File: src/rtl/sc_spi_pkg.sv
// Shared definitions for the SPI target engine: FSM states and SPI mode encoding.
package sc_spi_pkg;

    typedef enum logic {
        ST_IDLE   = 1'b0,
        ST_ACTIVE = 1'b1
    } spi_state_e;

    // Bit positions inside the 2-bit mode field
    localparam int unsigned CPOL_BIT = 1;
    localparam int unsigned CPHA_BIT = 0;

    localparam logic [1:0] SPI_MODE0 = 2'b00;
    localparam logic [1:0] SPI_MODE1 = 2'b01;
    localparam logic [1:0] SPI_MODE2 = 2'b10;
    localparam logic [1:0] SPI_MODE3 = 2'b11;

endpackage

File: src/rtl/sc_spi_sync.sv
// Single-bit multi-flop synchroniser with a configurable reset value.
module sc_spi_sync #(
    parameter int unsigned SYNC_STAGES = 2,
    parameter logic        RST_VAL     = 1'b0
) (
    input  logic clk,
    input  logic rst_n,
    input  logic d,
    output logic q
);

    logic [SYNC_STAGES-1:0] sync_q;

    // Shift the asynchronous input through the flop chain
    always_ff @(posedge clk or negedge rst_n) begin
        if (!rst_n) begin
            sync_q <= {SYNC_STAGES{RST_VAL}};
        end else begin
            sync_q <= {sync_q[SYNC_STAGES-2:0], d};
        end
    end

    assign q = sync_q[SYNC_STAGES-1];

endmodule

File: src/rtl/sc_spi_tgt.sv
// SPI target protocol engine: oversamples SCLK/CSB/MOSI in the SRCCLK domain,
// deserialises MOSI into words and serialises a holding-register TX stream on MISO.
// Optional LSB-first support is enabled with the SC_SPI_TGT_LSBF_EN macro.
module sc_spi_tgt
    import sc_spi_pkg::*;
#(
    parameter int unsigned SYNC_STAGES = 2,
    parameter int unsigned DATA_WIDTH  = 8
) (
    input  logic                  SRCCLK,
    input  logic                  SYSRSTB,
    input  logic                  CLK_ENABLE,
    input  logic [1:0]            CLK_MODE,
`ifdef SC_SPI_TGT_LSBF_EN
    input  logic                  CLK_LSBF,
`endif
    input  logic                  SPI_SCLK,
    input  logic                  SPI_CSB,
    input  logic                  SPI_MOSI,
    output logic                  SPI_MISO,
    output logic                  SPI_MISO_OE,
    input  logic [DATA_WIDTH-1:0] TX_DATA,
    input  logic                  TX_VALID,
    output logic                  TX_READY,
    output logic [DATA_WIDTH-1:0] RX_DATA,
    output logic                  RX_VALID,
    output logic                  TX_UNDERRUN,
    output logic                  FRAME_ABORT,
    output logic                  BUSY
);

    localparam int unsigned     CNT_W    = (DATA_WIDTH > 1) ? $clog2(DATA_WIDTH) : 1;
    localparam logic [CNT_W-1:0] LAST_BIT = CNT_W'(DATA_WIDTH - 1);

    spi_state_e            state_q, state_d;
    logic                  sclk_s, csb_s, mosi_s;
    logic                  sclk_d, csb_d;
    logic                  sclk_rise, sclk_fall, csb_fall;
    logic                  sample_edge, shift_edge;
    logic [1:0]            mode_q;
    logic                  lsbf;
    logic [CNT_W-1:0]      bit_cnt_q;
    logic [DATA_WIDTH-1:0] rx_sh_q, rx_next, rx_data_q;
    logic [DATA_WIDTH-1:0] tx_sh_q, hold_q;
    logic                  tx_ready_q, rx_valid_q, underrun_q, abort_q;
    logic                  start_c, abort_c, sample_c, shift_c, load_c, wr_c;

    // Bring the pad signals into the SRCCLK domain
    sc_spi_sync #(.SYNC_STAGES(SYNC_STAGES), .RST_VAL(1'b0)) u_sync_sclk (
        .clk(SRCCLK), .rst_n(SYSRSTB), .d(SPI_SCLK), .q(sclk_s));
    sc_spi_sync #(.SYNC_STAGES(SYNC_STAGES), .RST_VAL(1'b1)) u_sync_csb (
        .clk(SRCCLK), .rst_n(SYSRSTB), .d(SPI_CSB), .q(csb_s));
    sc_spi_sync #(.SYNC_STAGES(SYNC_STAGES), .RST_VAL(1'b0)) u_sync_mosi (
        .clk(SRCCLK), .rst_n(SYSRSTB), .d(SPI_MOSI), .q(mosi_s));

    assign sclk_rise   = sclk_s & ~sclk_d;
    assign sclk_fall   = ~sclk_s & sclk_d;
    assign csb_fall    = ~csb_s & csb_d;
    // Modes 0/3 sample on rising SCLK, modes 1/2 on falling
    assign sample_edge = (mode_q[CPOL_BIT] == mode_q[CPHA_BIT]) ? sclk_rise : sclk_fall;
    assign shift_edge  = (mode_q[CPOL_BIT] == mode_q[CPHA_BIT]) ? sclk_fall : sclk_rise;
    assign wr_c        = TX_VALID & tx_ready_q;
    assign rx_next     = lsbf ? {mosi_s, rx_sh_q[DATA_WIDTH-1:1]}
                              : {rx_sh_q[DATA_WIDTH-2:0], mosi_s};

`ifdef SC_SPI_TGT_LSBF_EN
    logic lsbf_q;

    // Bit order is fixed for the whole frame
    always_ff @(posedge SRCCLK or negedge SYSRSTB) begin
        if (!SYSRSTB) begin
            lsbf_q <= 1'b0;
        end else if (start_c) begin
            lsbf_q <= CLK_LSBF;
        end
    end

    assign lsbf = lsbf_q;
`else
    assign lsbf = 1'b0;
`endif

    // State register
    always_ff @(posedge SRCCLK or negedge SYSRSTB) begin
        if (!SYSRSTB) begin
            state_q <= ST_IDLE;
        end else begin
            state_q <= state_d;
        end
    end

    // Next state and per-cycle datapath strobes
    always_comb begin
        state_d  = state_q;
        start_c  = 1'b0;
        abort_c  = 1'b0;
        sample_c = 1'b0;
        shift_c  = 1'b0;
        load_c   = 1'b0;
        case (state_q)
            ST_IDLE: begin
                if (CLK_ENABLE && csb_fall) begin
                    state_d = ST_ACTIVE;
                    start_c = 1'b1;
                    load_c  = ~CLK_MODE[CPHA_BIT];
                end
            end
            ST_ACTIVE: begin
                if (!CLK_ENABLE) begin
                    state_d = ST_IDLE;
                end else if (csb_s) begin
                    state_d = ST_IDLE;
                    abort_c = (bit_cnt_q != '0);
                end else if (sample_edge) begin
                    sample_c = 1'b1;
                    load_c   = (bit_cnt_q == LAST_BIT) & ~mode_q[CPHA_BIT];
                end else if (shift_edge) begin
                    // At a word boundary the shift edge either loads (CPHA=1) or is ignored
                    if (bit_cnt_q == '0) begin
                        load_c = mode_q[CPHA_BIT];
                    end else begin
                        shift_c = 1'b1;
                    end
                end
            end
            default: state_d = ST_IDLE;
        endcase
    end

    // Shift registers, holding register and status pulses
    always_ff @(posedge SRCCLK or negedge SYSRSTB) begin
        if (!SYSRSTB) begin
            sclk_d     <= 1'b0;
            csb_d      <= 1'b1;
            mode_q     <= SPI_MODE0;
            bit_cnt_q  <= '0;
            rx_sh_q    <= '0;
            rx_data_q  <= '0;
            rx_valid_q <= 1'b0;
            tx_sh_q    <= '0;
            hold_q     <= '0;
            tx_ready_q <= 1'b1;
            underrun_q <= 1'b0;
            abort_q    <= 1'b0;
        end else begin
            sclk_d     <= sclk_s;
            csb_d      <= csb_s;
            rx_valid_q <= 1'b0;
            underrun_q <= 1'b0;
            abort_q    <= abort_c;
            if (start_c) begin
                mode_q    <= CLK_MODE;
                bit_cnt_q <= '0;
            end
            if (sample_c) begin
                rx_sh_q <= rx_next;
                if (bit_cnt_q == LAST_BIT) begin
                    bit_cnt_q  <= '0;
                    rx_data_q  <= rx_next;
                    rx_valid_q <= 1'b1;
                end else begin
                    bit_cnt_q <= bit_cnt_q + CNT_W'(1);
                end
            end
            if (load_c) begin
                if (!tx_ready_q) begin
                    tx_sh_q    <= hold_q;
                    tx_ready_q <= 1'b1;
                end else if (TX_VALID) begin
                    // Simultaneous write bypasses the empty holding register
                    tx_sh_q <= TX_DATA;
                end else begin
                    tx_sh_q    <= '1;
                    underrun_q <= 1'b1;
                end
            end else begin
                if (shift_c) begin
                    tx_sh_q <= lsbf ? (tx_sh_q >> 1) : (tx_sh_q << 1);
                end
                if (wr_c) begin
                    hold_q     <= TX_DATA;
                    tx_ready_q <= 1'b0;
                end
            end
        end
    end

    assign SPI_MISO    = lsbf ? tx_sh_q[0] : tx_sh_q[DATA_WIDTH-1];
    assign BUSY        = (state_q == ST_ACTIVE);
    assign SPI_MISO_OE = BUSY;
    assign TX_READY    = tx_ready_q;
    assign RX_DATA     = rx_data_q;
    assign RX_VALID    = rx_valid_q;
    assign TX_UNDERRUN = underrun_q;
    assign FRAME_ABORT = abort_q;

endmodule
File: config.mk
export PLATFORM = sky130hd
export DESIGN_NAME = sc_spi_tgt
export DESIGN_NICKNAME = d
export VERILOG_FILES = /design/src/rtl/sc_spi_pkg.sv /design/src/rtl/sc_spi_sync.sv /design/src/rtl/sc_spi_tgt.sv
export SDC_FILE = /design/constraint.sdc
export NUM_CORES = 1
export LEC_CHECK = 0
export ABC_CLOCK_PERIOD_IN_PS = 3800
export CORE_MARGIN = 2
export CORE_UTILIZATION = 43
export CTS_BUF_LIST = sky130_fd_sc_hd__clkbuf_4 sky130_fd_sc_hd__clkbuf_8 sky130_fd_sc_hd__clkbuf_16
export DETAILED_ROUTE_END_ITERATION = 6
export PLACE_DENSITY = 0.66
export SYNTH_ARGS = -nofsm -noshare
export SYNTH_HDL_FRONTEND = slang
export SYNTH_HIERARCHICAL = 1
export SYNTH_SLANG_ARGS = --single-unit
File: constraint.sdc
create_clock -name SRCCLK -period 3.8 [get_ports SRCCLK]
set_input_delay 0.95 -clock SRCCLK [delete_from_list [all_inputs] [get_ports SRCCLK]]
set_output_delay 0.95 -clock SRCCLK [all_outputs]
set_load 0.005 [all_outputs]
# After elaboration in Yosys (flattened, before gate mapping)
# Cells that the tools add are included.
totals:
  reg_bits: 49
op_classes:
  n_addsub: 1
  n_eq_ne: 2
  muxes: 41
  n_bitwise: 12
  n_reduce_logical: 8
ops:
  columns: ["operator", "count"]
  rows:
  - ["1-bit 2-to-1 mux", 32]
  - ["8-bit 2-to-1 mux", 4]
  - ["3-bit 2-to-1 mux", 3]
  - ["1-bit NOT", 7]
  - ["2-bit nonzero test", 3]
  - ["1-bit bitwise AND", 5]
  - ["1-bit one-hot mux with 2 select lines", 2]
  - ["2-bit AND reduction", 2]
  - ["3-bit by 1-bit adder with 3-bit output, second input constant", 1]
  - ["3-bit == test, second input constant", 1]
  - ["3-bit zero test", 1]
  - ["3-bit nonzero test", 1]
  - ["1-bit == test", 1]
  - ["1-bit logical AND", 1]

# Depth between registers and ports, before layout
# Gate-level depths: netlist (run 1).
depth:
  depth_word: 10
  mapped_depth: 8
  ltp_nobuf: 6

# By module
# The synthesis (run 1) kept the hierarchy.
by_module_without_submodules:
  columns: ["module", "instances", "cells_each", "area_each_um2", "seq_area_each_um2"]
  rows:
  - ["sc_spi_tgt", 1, 162, 1994.4, 1078.5]
  - ["sc_spi_sync at u_sync_mosi ...", 2, 2, 50.0, 50.0]
  - ["sc_spi_sync at u_sync_csb", 1, 2, 52.6, 52.6]

# Worst setup path before layout (run 1)
# No wires, ideal clock.
synth_timing:
  kind: "input port to flip-flop"
  startpoint: "input CLK_ENABLE"
  endpoint: "register tx_sh_q[1]"
  arrival_ps: 2216
  slack_ps: 1457
  cell_stages: 6
  path_cell_list: "nand4bb_1 or2_2 buf_2 and2_1 buf_2 a311o_1"
synth_via:
  elab_chain_cells: 4
  elab_cells_between_ends: 8
  classes_between: "mux: 6; reduce/logical: 2"
synth_rtl:
  columns: ["item", "line_no", "source"]
  rows:
  - ["start, declared", "sc_spi_tgt.sv:12", "input logic CLK_ENABLE,"]
  - ["1-bit logical AND", "sc_spi_tgt.sv:102", "if (CLK_ENABLE && csb_fall) begin"]
  - ["1-bit 2-to-1 mux", "sc_spi_tgt.sv:102", null]
  - ["1-bit one-hot mux with 2 select lines", "sc_spi_tgt.sv:100", "case (state_q)"]
  - ["8-bit 2-to-1 mux / 2-bit nonzero test (equally long branches)", null, null]
  - ["end signal, assigned", "sc_spi_tgt.sv:167", "tx_sh_q <= hold_q;"]
  - ["end signal, assigned", "sc_spi_tgt.sv:178", "tx_sh_q <= lsbf ? (tx_sh_q >> 1) : (tx_sh_q << 1);"]
  - ["end, declared", "sc_spi_tgt.sv:44", "logic [DATA_WIDTH-1:0] tx_sh_q, hold_q;"]
# Several ways; a longest one is shown, not always the timed one.
# A chain may end at the register's enable or synchronous reset.

# Worst setup path in the final report (run 1)
layout_timing:
  startpoint: "input CLK_ENABLE"
  endpoint: "register hold_q[3]"
layout_via:
  elab_chain_cells: 5
  elab_cells_between_ends: 6
  classes_between: "mux: 3; bitwise: 1; reduce/logical: 2"
layout_rtl:
  columns: ["item", "line_no", "source"]
  rows:
  - ["1-bit logical AND", "sc_spi_tgt.sv:102", null]
  - ["1-bit 2-to-1 mux", "sc_spi_tgt.sv:102", null]
  - ["1-bit one-hot mux with 2 select lines *", "sc_spi_tgt.sv:100", null]
  - ["1-bit NOT (no line) *", null, null]
  - ["2-bit AND reduction (no line) *", null, null]
  - ["end signal, assigned", "sc_spi_tgt.sv:141", "hold_q <= '0;"]
  - ["end signal, assigned", "sc_spi_tgt.sv:181", "hold_q <= TX_DATA;"]
  - ["end, declared", "sc_spi_tgt.sv:44", null]
# Mark *: on every way between the ends. The rest lies on a longest branch, timed or not.

==> results of run 1 <==
## cell usage in the layout (no fill, tap or decap), drive strengths merged, types with 2 or more instances in the layout
master | netlist | routed
nand2b | 3 | 3
clkdlybuf4s50 | 0 | 30
mux2 | 25 | 25
nand2 | 6 | 6
or2 | 2 | 2
o22ai | 3 | 3
dfrtp | 45 | 45
dfstp | 4 | 4
nand3b | 3 | 3
a31oi | 6 | 6
nor2 | 6 | 6
and3 | 2 | 2
nand3 | 9 | 9
ha | 3 | 3
o22a | 4 | 4
inv | 5 | 5
a21oi | 8 | 8
mux2i | 4 | 4
o21ai | 8 | 8
nor2b | 2 | 2
clkbuf | 1 | 7
a311o | 2 | 2
## through the flow
stage / hold slack (ps) / instance area [µm²] / std cells
2_1_floorplan: 331.2 / 2147 / 168
3_3_place_gp: 332.0 / 2492 / 260
3_5_place_dp: 343.5 / 2492 / 260
4_1_cts: 359.9 / 2594 / 268
5_1_grt: 372.0 / 2594 / 268
6_report: 359.3 / 2594 / 268
## worst max-delay path, cell delays in order
cell             delay, ps
clkdlybuf4s50_1        520
nand4bb_1              280
or2_2                  450
and3b_1                370
mux2_4                 360
## worst paths after layout
kind,cells past startpoint,slack [ps],to,start
setup / recovery,5,1070,hold_q[3],CLK_ENABLE
hold / removal,0,360,u_sync_csb/sync_q[1],u_sync_csb/sync_q[0]
setup reg to reg,6,1550,hold_q[3],bit_cnt_q[0]
hold reg to reg,0,360,u_sync_csb/sync_q[1],u_sync_csb/sync_q[0]
max in group asynchronous,1,2320,tx_sh_q[6],SYSRSTB
min in group asynchronous,1,830,sclk_d,SYSRSTB
## cells by family after synthesis
kind of cell	synth area share (%)
AO/OA/AOI/OAI	9.791
flip-flops	57.34
adder cells (fa/ha/maj)	1.748
XOR/XNOR	0.8160
AND/OR/NAND/NOR	11.01
multiplexers	16.38
buffers and inverters	2.914
## routing by layer
metal / global-route usage, % / share of wire, % / vias to the layer above
met1: 20.33 / 43 / 701
li1: - / - / 668
met3: 5.087 / 6.4 / 9
met4: 9.722 / 2.6 / 0
met2: 25.37 / 48 / 40
met5: 0 / 0 / -
## power by group
| part | switching [mW] | total, mW | internal (mW) |
|---|---|---|---|
| combinational | 0.0838 | 0.210 | 0.127 |
| sequential | 0.0516 | 0.648 | 0.596 |
| clock | 0.169 | 0.333 | 0.165 |
## sequential cells by signal (all words and copies together) (netlist names), 2 cells and up
signal,cells
rx_sh_q,7
mode_q,2
u_sync_mosi/sync_q,2
u_sync_sclk/sync_q,2
bit_cnt_q,3
tx_sh_q,8
u_sync_csb/sync_q,2
RX_DATA,8
hold_q,8
## layout make-up
cell class,count,area [µm²]
Clock buffer,7,96.34
Inverter,5,18.77
Fill cell,418,2161
Timing Repair Buffer,31,305.3
Tap cell,67,83.83
Clock inverter,1,5.005
Multi-Input combinational cell,108,853.3
Sequential cell,49,1231
==> impl_metrics.env, run 1 <==
export IMPL_die_x_um=74.66
export IMPL_wl_um=4028
export IMPL_synth_avg_cell_area_um2=12.78
export IMPL_critPathLaunchType="primary input"
export IMPL_synthArstFlopShare_pct=100.0
export IMPL_yosys_register_bits=49
export IMPL_drv_slew=0
export IMPL_end_kind="register"
export IMPL_route_detailed_drc=0
export IMPL_postCtsHoldBufs=0
export IMPL_cts_resized=0
export IMPL_yosys_warnings=6
export IMPL_vias_per_cell=5.291
export IMPL_finalNetCount=220
export IMPL_grt_pass1_vias=1485
export IMPL_worstPathArrival_ps=2930
export IMPL_antenna_cells=0
export IMPL_crit_type="primary input to register"
export IMPL_io_pins=32
export IMPL_netlist_area_um2=2147
export IMPL_synth_top_area_cell="dfrtp_1"
export IMPL_grt_antenna_before_repair=0
export IMPL_cp_required_ps=4000
export IMPL_status="finished clean"
export IMPL_dp_hpwl_um=2858
export IMPL_clock_fmax_ghz=0.3661
export IMPL_ys_top_cells_by_area="dfrtp_1 52%, mux2_2 8.9%, mux2_4 5.6%, dfstp_2 4.9%, nand3_1 2.1%"
export IMPL_hold_viol_final=0
export IMPL_die_y_um=74.66
export IMPL_vias=1418
export IMPL_synth_ff_type="dfrtp_1"
export IMPL_finalWorstSetupSlack_ps=1068
export IMPL_start_util_pct=45.16
export IMPL_fin_skew_ps=5.404
export IMPL_yosysMostFrequentCell="dfrtp_1"
export IMPL_cts_tree="yes"
export IMPL_post_route_cells_drive_above_1_share_pct=20.90
export IMPL_rows=25
export IMPL_synth_seq_area_share_pct=57.34
export IMPL_cap_viol_max_count=0
export IMPL_die_area_um2=5574
export IMPL_gr_total_overflow=0
export IMPL_syn_to_final_growth_pct=20.80
export IMPL_io_buffers=31
export IMPL_p_leak_nw=1.148
export IMPL_grt_setup_unrepaired="false"
export IMPL_synth_edf_count=0
export IMPL_utilization_pct=54.55
export IMPL_cts_htree_levels=2
export IMPL_cts_setup_buffers=0
export IMPL_synthTopCellsByCount="45 x dfrtp_1, 17 x mux2_2, 9 x nand3_1"
export IMPL_clk_pin_slew_ps=90
export IMPL_fin_tns_setup_ps=0
export IMPL_numCtsBuffers=5
export IMPL_grt_usage_pct=16.41
export IMPL_cts_buffer_depth=2
export IMPL_setup_viol=0
export IMPL_root_buffer="clkbuf_8"
export IMPL_tightest_slew_ps=1052
export IMPL_gp_congestion=0.8700
export IMPL_grt_max_degree=50
export IMPL_cp_max_fo=10
export IMPL_first_pass_iters=4
export IMPL_drt_iter0_drc=71
export IMPL_power_density_nw_per_um2=459.2
export IMPL_synth_top_cell_area_share_pct=52.45
export IMPL_ir_drop_mv=0.2245
export IMPL_dp_slack_ps=771.0
export IMPL_grt_pass1_wl_um=6789
export IMPL_insertion_delay_ps=300
export IMPL_core_um2=4755
export IMPL_postRouteAntennaNets=0
export IMPL_fin_crit_sh_pct=71.88
export IMPL_ys_types=38
export IMPL_syn_inst=168
export IMPL_finalCriticalPeriod_ps=2732
export IMPL_hp_class="register to register"
export IMPL_clock_sinks=49
export IMPL_finalPower_mw=1.191
export IMPL_avgRoutedWirePerCell_um=15.03
export IMPL_syn_num_nets=188
export IMPL_relSlewSlack_pct=29.89
No activity file was read; power rests on OpenSTA's default activity.
==> inputs of run 2 (changes only) <==
--- a/config.mk
+++ b/config.mk
@@ -5,12 +5,12 @@
 export SDC_FILE = /design/constraint.sdc
 export NUM_CORES = 1
 export LEC_CHECK = 0
-export ABC_CLOCK_PERIOD_IN_PS = 3800
+export ABC_CLOCK_PERIOD_IN_PS = 2400
 export CORE_MARGIN = 2
 export CORE_UTILIZATION = 43
 export CTS_BUF_LIST = sky130_fd_sc_hd__clkbuf_4 sky130_fd_sc_hd__clkbuf_8 sky130_fd_sc_hd__clkbuf_16
 export DETAILED_ROUTE_END_ITERATION = 6
-export PLACE_DENSITY = 0.66
+export PLACE_DENSITY = 0.68
 export SYNTH_ARGS = -nofsm -noshare
 export SYNTH_HDL_FRONTEND = slang
 export SYNTH_HIERARCHICAL = 1
==> constraint.sdc (replaced) <==
create_clock -name SRCCLK -period 2.4 [get_ports SRCCLK]
set_input_delay 0.6 -clock SRCCLK [delete_from_list [all_inputs] [get_ports SRCCLK]]
set_output_delay 0.6 -clock SRCCLK [all_outputs]
set_load 0.005 [all_outputs]
==> run 2 against run 1 <==
Net effect: non-clock buffer count is 11 higher; combinational power rose by 63%; routed wire length increased by 3.2%; global-route usage up 0.58 points; design area is 4.4% higher; worst setup slack worse by 770 ps; first-iteration DRC count decreased by 5.6%; total power increased by 72%; largest power group unchanged.
==> impl_metrics.env, run 2 (same netlist as run 1, synthesis figures left out) <==
export IMPL_avgRoutedWirePerCell_um=14.90
export IMPL_drt_iter0_drc=67
export IMPL_wl_um=4157
export IMPL_syn_to_final_growth_pct=26.17
export IMPL_cp_max_fo=8
export IMPL_gr_total_overflow=0
export IMPL_status="finished clean"
export IMPL_cpPeakStageDelay_ps=510
export IMPL_rows=25
export IMPL_p_leak_nw=1.212
export IMPL_cap_viol_max_count=0
export IMPL_root_buffer="clkbuf_8"
export IMPL_clock_sinks=49
export IMPL_postCtsHoldBufs=0
export IMPL_cp_num_buf_inv=1
export IMPL_worstPathArrival_ps=2280
export IMPL_dp_cells=271
export IMPL_crit_type="primary input to register"
export IMPL_setup_viol=0
export IMPL_grt_max_degree=50
export IMPL_die_y_um=74.66
export IMPL_ir_drop_mv=0.5053
export IMPL_finalNetCount=231
export IMPL_insertion_delay_ps=300
export IMPL_finalWorstSetupSlack_ps=300.9
export IMPL_vias_per_cell=5.254
export IMPL_cp_cell_sequence="clkdlybuf4s50_1, nand4bb_1, or2_2, and3b_1, mux2_4"
export IMPL_antenna_cells=0
export IMPL_vias=1466
export IMPL_crit_family="simple AND/OR/NAND/NOR gates"
export IMPL_cts_setup_buffers=0
export IMPL_hold_viol_final=0
export IMPL_drv_slew=0
export IMPL_core_um2=4755
export IMPL_clock_fmax_ghz=0.4764
export IMPL_cts_htree_levels=2
export IMPL_grt_antenna_before_repair=0
export IMPL_finalPower_mw=2.049
export IMPL_cts_resized=0
export IMPL_first_pass_iters=4
export IMPL_final_common_cell="dfrtp_1"
export IMPL_dp_hpwl_um=3127
export IMPL_io_buffers=31
export IMPL_fin_crit_sh_pct=87.46
export IMPL_slowest_stage="clkdlybuf4s50_1"
export IMPL_cp_required_ps=2580
export IMPL_grt_usage_pct=16.99
export IMPL_fin_skew_ps=10.94
export IMPL_cts_buffer_depth=2
export IMPL_io_pins=32
export IMPL_route_detailed_drc=0
export IMPL_cts_tree="yes"
export IMPL_end_kind="register"
export IMPL_relSlewSlack_pct=60.61
export IMPL_clk_pin_slew_ps=80
export IMPL_hp_class="register to register"
export IMPL_stdcell_count=279
export IMPL_fin_tns_setup_ps=0
export IMPL_finalCriticalPeriod_ps=2099
export IMPL_postRouteAntennaNets=0
export IMPL_grt_setup_unrepaired="false"
export IMPL_grt_pass1_vias=1569
export IMPL_dp_slack_ps=-14.35
export IMPL_numCtsBuffers=5
export IMPL_mostFrequentLayoutCells="45 x dfrtp_1, 30 x clkdlybuf4s50_1, 17 x mux2_2"
export IMPL_grt_pass1_wl_um=7079
export IMPL_gp_congestion=0.8526
export IMPL_power_density_nw_per_um2=756.6
export IMPL_die_area_um2=5574
export IMPL_start_util_pct=45.16
export IMPL_post_route_cells_drive_above_1_share_pct=25.00
export IMPL_hold_ws_ps=358.8
export IMPL_tightest_slew_ps=590.9
export IMPL_die_x_um=74.66
export IMPL_critPathLaunchType="primary input"
[run 2: final timing paths]
kind,start,to,slack (ps),cells past startpoint
setup / recovery,CLK_ENABLE,hold_q[2],300,5
hold / removal,u_sync_csb/sync_q[0],u_sync_csb/sync_q[1],360,0
setup reg to reg,bit_cnt_q[0],hold_q[2],370,6
hold reg to reg,u_sync_csb/sync_q[0],u_sync_csb/sync_q[1],360,0
max in group asynchronous,SYSRSTB,u_sync_mosi/sync_q[0],1610,2
min in group asynchronous,SYSRSTB,hold_q[5],380,2
[run 2: worst register-to-register path, stage by stage, from the launching register on]
cell	delay (ps)
dfrtp_1	420
ha_1	210
ha_1	210
nand2b_1	80
a221o_1	160
and3b_1	500
mux2_4	350
[run 2: report_power, final]
group          total, mW  switching [mW]  internal (mW)
registers           1.03          0.0852          0.944
logic              0.343           0.135          0.209
clock network      0.677           0.263          0.414
total               2.05           0.483           1.57
[run 2: cell type report]
cell class,count,area (µm²)
clock buffer,5,68.82
fill,423,2046
inverter,5,18.77
sequential,49,1231
multi-input combinational,108,853.3
timing repair buffer,42,387.9
tap,67,83.83
clock inverter,3,65.06
[run 2: per-layer routing]
| metal | wire length [µm] | share of wire (%) | track usage [%] | vias up |
|---|---|---|---|---|
| met4 | 74 | 1.8 | 7.143 | 0 |
| met1 | 1751 | 42 | 19.81 | 721 |
| li1 | - | - | - | 689 |
| met2 | 2136 | 51 | 29.50 | 46 |
| met5 | 0 | 0 | 0 | - |
| met3 | 196 | 4.7 | 4.819 | 10 |
[run 2: per-stage QoR]
| stage | instance area [µm²] | util, % |
|---|---|---|
| global placement | 2575 | 54.16 |
| global route | 2709 | 56.97 |
| finish | 2709 | 56.97 |
| floorplan | 2147 | - |
| detailed placement | 2575 | 54.16 |
| CTS | 2709 | 56.97 |
